`config.mk`:
```
export PLATFORM = sky130hd
export DESIGN_NAME = spi_reg_slave
export DESIGN_NICKNAME = d
export VERILOG_FILES = /design/src/rtl/cd101_pkg.sv /design/src/rtl/sync_edge.sv /design/src/rtl/spi_reg_slave.sv
export SDC_FILE = /design/constraint.sdc
export NUM_CORES = 1
export LEC_CHECK = 0
export CELL_PAD_IN_SITES_DETAIL_PLACEMENT = 0
export CELL_PAD_IN_SITES_GLOBAL_PLACEMENT = 1
export CORE_MARGIN = 3
export CORE_UTILIZATION = 30
export DETAILED_ROUTE_END_ITERATION = 10
export HOLD_SLACK_MARGIN = 0.02
export PLACE_DENSITY = 0.58
export REMOVE_ABC_BUFFERS = 1
export SLEW_MARGIN = 15
export SYNTH_ARGS = -nofsm -noshare
export SYNTH_HDL_FRONTEND = slang
export SYNTH_HIERARCHICAL = 1
export SYNTH_SLANG_ARGS = --single-unit
```
`constraint.sdc`:
```
create_clock -name clk -period 2.83 [get_ports clk]
set_input_delay 0.566 -clock clk [delete_from_list [all_inputs] [get_ports clk]]
set_output_delay 0.566 -clock clk [all_outputs]
set_load 0.02 [all_outputs]
```
`src/rtl/cd101_pkg.sv`:
```
// -----------------------------------------------------------------------------
// cd101_pkg
//   Shared definitions for the cd101 synth register path: default register
//   field widths, register address map, and the SPI slave FSM encoding.
//   No ports (package).
// -----------------------------------------------------------------------------
package cd101_pkg;

  // Default SPI frame field widths (address first, then data, MSB-first).
  localparam int CD_ADDR_W = 4;
  localparam int CD_DATA_W = 12;

  // Register address map of synth_top's register file.
  localparam logic [CD_ADDR_W-1:0] REG_PITCH = 4'h0;
  localparam logic [CD_ADDR_W-1:0] REG_VOL   = 4'h1;
  localparam logic [CD_ADDR_W-1:0] REG_ENV   = 4'h2;
  localparam logic [CD_ADDR_W-1:0] REG_WAVE  = 4'h3;
  localparam logic [CD_ADDR_W-1:0] REG_LFO   = 4'h4;
  localparam logic [CD_ADDR_W-1:0] REG_FILT  = 4'h5;

  // SPI slave FSM state encoding.
  typedef logic [1:0] spi_state_t;
  localparam logic [1:0] ST_WAIT_IDLE = 2'd0;
  localparam logic [1:0] ST_IDLE      = 2'd1;
  localparam logic [1:0] ST_SHIFT     = 2'd2;

endpackage

```
`src/rtl/sync_edge.sv`:
```
// -----------------------------------------------------------------------------
// sync_edge
//   Brings one asynchronous pin into the clk domain through a SYNC_STAGES-deep
//   flop chain, then compares the last stage against one history flop to
//   produce single-cycle rise/fall strobes.
// Ports
//   clk   in   system clock
//   rst   in   asynchronous active-high reset (clears chain and history)
//   d     in   asynchronous pin
//   q     out  synchronised level (last chain stage)
//   rise  out  one-clk strobe: q went 0 -> 1
//   fall  out  one-clk strobe: q went 1 -> 0
// -----------------------------------------------------------------------------
module sync_edge #(
  parameter int SYNC_STAGES = 2
) (
  input  logic clk,
  input  logic rst,
  input  logic d,
  output logic q,
  output logic rise,
  output logic fall
);

  logic [SYNC_STAGES-1:0] stages;
  logic                   hist;

  always_ff @(posedge clk or posedge rst) begin
    if (rst) begin
      stages <= '0;
      hist   <= 1'b0;
    end else begin
      stages <= {stages[SYNC_STAGES-2:0], d};
      hist   <= stages[SYNC_STAGES-1];
    end
  end

  assign q    = stages[SYNC_STAGES-1];
  assign rise = q & ~hist;
  assign fall = ~q & hist;

endmodule

```
`src/rtl/spi_reg_slave.sv`:
```
// -----------------------------------------------------------------------------
// spi_reg_slave
//   SPI mode-0 slave front end: oversamples SCK/MOSI/NSS in the clk domain,
//   deserialises one ADDR_W+DATA_W frame per NSS-low window and emits a
//   one-cycle register write strobe. Frames with the wrong bit count are
//   discarded and flagged with a one-cycle frame_err instead.
// Ports
//   clk        in   system clock
//   rst        in   asynchronous active-high reset
//   spi_clk    in   SCK, idle low, sampled on its rising edge
//   spi_mosi   in   serial data
//   spi_nss    in   chip select, active low
//   wr_valid   out  one-clk pulse: frame committed
//   wr_addr    out  address of last committed frame (held)
//   wr_data    out  data of last committed frame (held)
//   frame_err  out  one-clk pulse: frame discarded
//   busy       out  high while a frame is being shifted in
// -----------------------------------------------------------------------------
module spi_reg_slave
  import cd101_pkg::*;
#(
  parameter int ADDR_W      = CD_ADDR_W,
  parameter int DATA_W      = CD_DATA_W,
  parameter int SYNC_STAGES = 2
) (
  input  logic              clk,
  input  logic              rst,
  input  logic              spi_clk,
  input  logic              spi_mosi,
  input  logic              spi_nss,
  output logic              wr_valid,
  output logic [ADDR_W-1:0] wr_addr,
  output logic [DATA_W-1:0] wr_data,
  output logic              frame_err,
  output logic              busy
);

  localparam int FRAME_W = ADDR_W + DATA_W;
  localparam int CNT_W   = $clog2(FRAME_W + 2);
  localparam logic [CNT_W-1:0] CNT_FULL = CNT_W'(FRAME_W);
  // Saturation point one past a full frame keeps overlong frames detectable.
  localparam logic [CNT_W-1:0] CNT_SAT  = CNT_W'(FRAME_W + 1);

  logic sck_q, sck_rise, sck_fall;
  logic mosi_q, mosi_rise, mosi_fall;
  logic nss_q, nss_rise, nss_fall;

  sync_edge #(.SYNC_STAGES(SYNC_STAGES)) u_sync_sck (
    .clk  (clk),
    .rst  (rst),
    .d    (spi_clk),
    .q    (sck_q),
    .rise (sck_rise),
    .fall (sck_fall)
  );

  sync_edge #(.SYNC_STAGES(SYNC_STAGES)) u_sync_mosi (
    .clk  (clk),
    .rst  (rst),
    .d    (spi_mosi),
    .q    (mosi_q),
    .rise (mosi_rise),
    .fall (mosi_fall)
  );

  sync_edge #(.SYNC_STAGES(SYNC_STAGES)) u_sync_nss (
    .clk  (clk),
    .rst  (rst),
    .d    (spi_nss),
    .q    (nss_q),
    .rise (nss_rise),
    .fall (nss_fall)
  );

  // SCK level, SCK falls and MOSI edges carry no information in mode 0.
  logic unused_edges;
  assign unused_edges = ^{sck_q, sck_fall, mosi_rise, mosi_fall};

  spi_state_t           state;
  logic [CNT_W-1:0]     cnt;
  logic [FRAME_W-1:0]   sh;
  logic [CNT_W-1:0]     cnt_next;
  logic [FRAME_W-1:0]   sh_next;

  // Shift-in result for this cycle; the frame-end check uses these values so
  // an SCK rise coinciding with the NSS rise is counted before evaluation.
  always_comb begin
    cnt_next = cnt;
    sh_next  = sh;
    if (sck_rise) begin
      sh_next = {sh[FRAME_W-2:0], mosi_q};
      if (cnt != CNT_SAT) begin
        cnt_next = cnt + 1'b1;
      end
    end
  end

  always_ff @(posedge clk or posedge rst) begin
    if (rst) begin
      state     <= ST_WAIT_IDLE;
      cnt       <= '0;
      sh        <= '0;
      wr_valid  <= 1'b0;
      frame_err <= 1'b0;
      wr_addr   <= '0;
      wr_data   <= '0;
    end else begin
      wr_valid  <= 1'b0;
      frame_err <= 1'b0;
      case (state)
        // Only a genuine high on NSS proves no frame is in flight.
        ST_WAIT_IDLE: begin
          if (nss_q) begin
            state <= ST_IDLE;
          end
        end
        ST_IDLE: begin
          if (nss_fall) begin
            state <= ST_SHIFT;
            cnt   <= '0;
            sh    <= '0;
          end
        end
        ST_SHIFT: begin
          cnt <= cnt_next;
          sh  <= sh_next;
          if (nss_rise) begin
            state <= ST_IDLE;
            if (cnt_next == CNT_FULL) begin
              wr_valid <= 1'b1;
              wr_addr  <= sh_next[FRAME_W-1 -: ADDR_W];
              wr_data  <= sh_next[DATA_W-1:0];
            end else begin
              frame_err <= 1'b1;
            end
          end
        end
        default: state <= ST_WAIT_IDLE;
      endcase
    end
  end

  assign busy = (state == ST_SHIFT);

endmodule

```
==> metrics.yaml <==
htree_levels: 2
criticalPathCategory: "reg -> out"
vias_per_cell: 4.766
path_depth: 3
wl_mm: 4.148
final-setup-viol-count: 0
p_leak_nw: 1.203
grt_util_all_layers: 0.1065
layout_common_cells: "dfrtp_1 (49), mux2_2 (23), clkdlybuf4s50_1 (23)"
switching_power_mw: 0.3946
finalCritPeriodShare: 0.8412
grt_pass1_wl_mm: 7.051
max_slew_margin: 0.6430
swShare: 0.2880
tightest_slew_ps: 535.5
postCtsSetupBuffers: 0
syn_area_mm2: 0.002172
die_y_um: 91.09
critPathSlowestCell: "clkdlybuf4s50_1"
ys_warn_count: 6
cts-root-buf: "clkbuf_8"
hold_viol_final: 0
holdPathStages: 0
status: "completed"
place_area_mm2: 0.002519
critPathMaxStageDelay_ps: 650
cts_hold_buf: 0
dieArea_mm2: 0.008297
clk_latency_ps: 300
finalCriticalPeriod_ps: 2381
portBuffers: 23
critPathRequiredTime_ps: 2260
grt_max_degree: 42
cts_tree: "yes"
dp_hpwl_mm: 2.808
drc: 0
ant_nets: 0
final_common_cell: "dfrtp_1"
cp.buffers_inverters: 2
cp-start-kind: "flop"
finalMaxSlewViolations: 0
firstDrtPassIters: 4
rsz0062_at_grt: "false"
utilization: 0.3777
min_path_type: "reg -> reg"
avgSynthCellArea_um2: 13.58
detail_route.wl_per_cell_um: 14.50
io-pin-count: 24
fin_nets: 196
drtIter0Drc: 53
end_kind: "output pin"
seq_power_share: 0.554
finalInstanceArea_mm2: 0.002609
r2r_cells: 7
layout-drive-gt1-share: 0.2842
maxCapViolCount: 0
path_max_fanout: 7
path_cells: "nand2b_1, inv_1, clkdlybuf4s50_1"
skew_ps: 10.24
p_per_area_mw_per_mm2: 525.3
n_antenna_cell: 0
cts_buffers: 5
clk_pin_slew_ps: 100
power_frac_comb: 0.140
clkPwrFrac: 0.307
grt_antenna_before_repair: 0
routabilityCongestion: 0.7095
initial_core_util: 0.3145
ir_drop_mv: 0.1843
cts_resized: 0
grt_pass1_vias: 1433
cts_sinks: 49
areaGrowthSynthToFinish_pct: 20.10
clock.fmax_mhz: 420.1
path_delay_family: "buffers and inverters"
syn_inst: 160
die_x_um: 91.09
timing.hold.ws_ps: 354.5
grt_remaining_overflow: 0
cts_max_path_buffers: 2
rows: 30
coreArea_mm2: 0.006907
intPower_mw: 0.9757
critPathArrivalTime_ps: 1810
num_vias: 1363
[worst register-to-register path, stage by stage, from the launching register on]
cell     delay, ps
dfrtp_1        480
ha_1           310
a211o_2        350
o31ai_2         70
a41oi_2        200
nor3_4         240
buf_4          230
mux2_2         350
[power by group through the flow]
stage	clock network [mW]	registers [mW]	logic, mW
3_5_place_dp	0	0.773	0.193
5_1_grt	0.467	0.765	0.214
3_3_place_gp	0	0.769	0.190
2_1_floorplan	0	0.766	0.134
4_1_cts	0.437	0.759	0.194
6_report	0.420	0.759	0.191
[flip-flops by register name, summed over array words and instances (netlist names)]
signal,cells
wr_data,12
cnt,5
state,2
frame_err,1
sh,16
u_sync_nss/hist,1
u_sync_nss/stages,2
u_sync_mosi/stages,2
wr_addr,4
u_sync_sck/hist,1
wr_valid,1
u_sync_sck/stages,2
[stage by stage]
stage / instances / TNS [ps] / total power [mW] / setup WS [ps]
CTS: 286 / 0 / 1.390 / 437.7
detailed placement: 278 / 0 / 0.9660 / 533.2
finish: 286 / 0 / 1.370 / 449.4
global placement: 278 / 0 / 0.9589 / 583.2
global route: 286 / 0 / 1.446 / 349.5
floorplan: 153 / -5331 / 0.9004 / -362.4
[cell type report]
type / count / area [um2]
tap: 96 / 120.1
inverter: 7 / 26.28
fill: 710 / 4298
sequential: 49 / 1226
multi-input combinational: 97 / 870.8
clock inverter: 3 / 21.27
clock buffer: 5 / 68.82
timing repair buffer: 29 / 275.3
[worst paths after layout]
check,endpoint,from,slack (ps)
worst max-delay path,busy,state[0]$_DFFE_PP0P_,450
worst min-delay path,u_sync_sck/stages[1]$_DFF_PP0_,u_sync_sck/stages[0]$_DFF_PP0_,350
worst max register to register,wr_data[11]$_DFFE_PP0P_,cnt[0]$_DFFE_PP0P_,480
worst min register to register,u_sync_sck/stages[1]$_DFF_PP0_,u_sync_sck/stages[0]$_DFF_PP0_,350
max in group asynchronous,sh[12]$_DFFE_PP0P_,rst,1670
min in group asynchronous,u_sync_mosi/stages[0]$_DFF_PP0_,rst,500
[per-layer routing]
layer  track usage  routed length (um)  vias up
li1              -                   -      633
met1        0.1338                1916      701
met2        0.1729                2026       23
met3       0.02734                 123        6
met4       0.04648                  82        0
met5             0                   0        -
No activity file was read; power rests on OpenSTA's default activity.
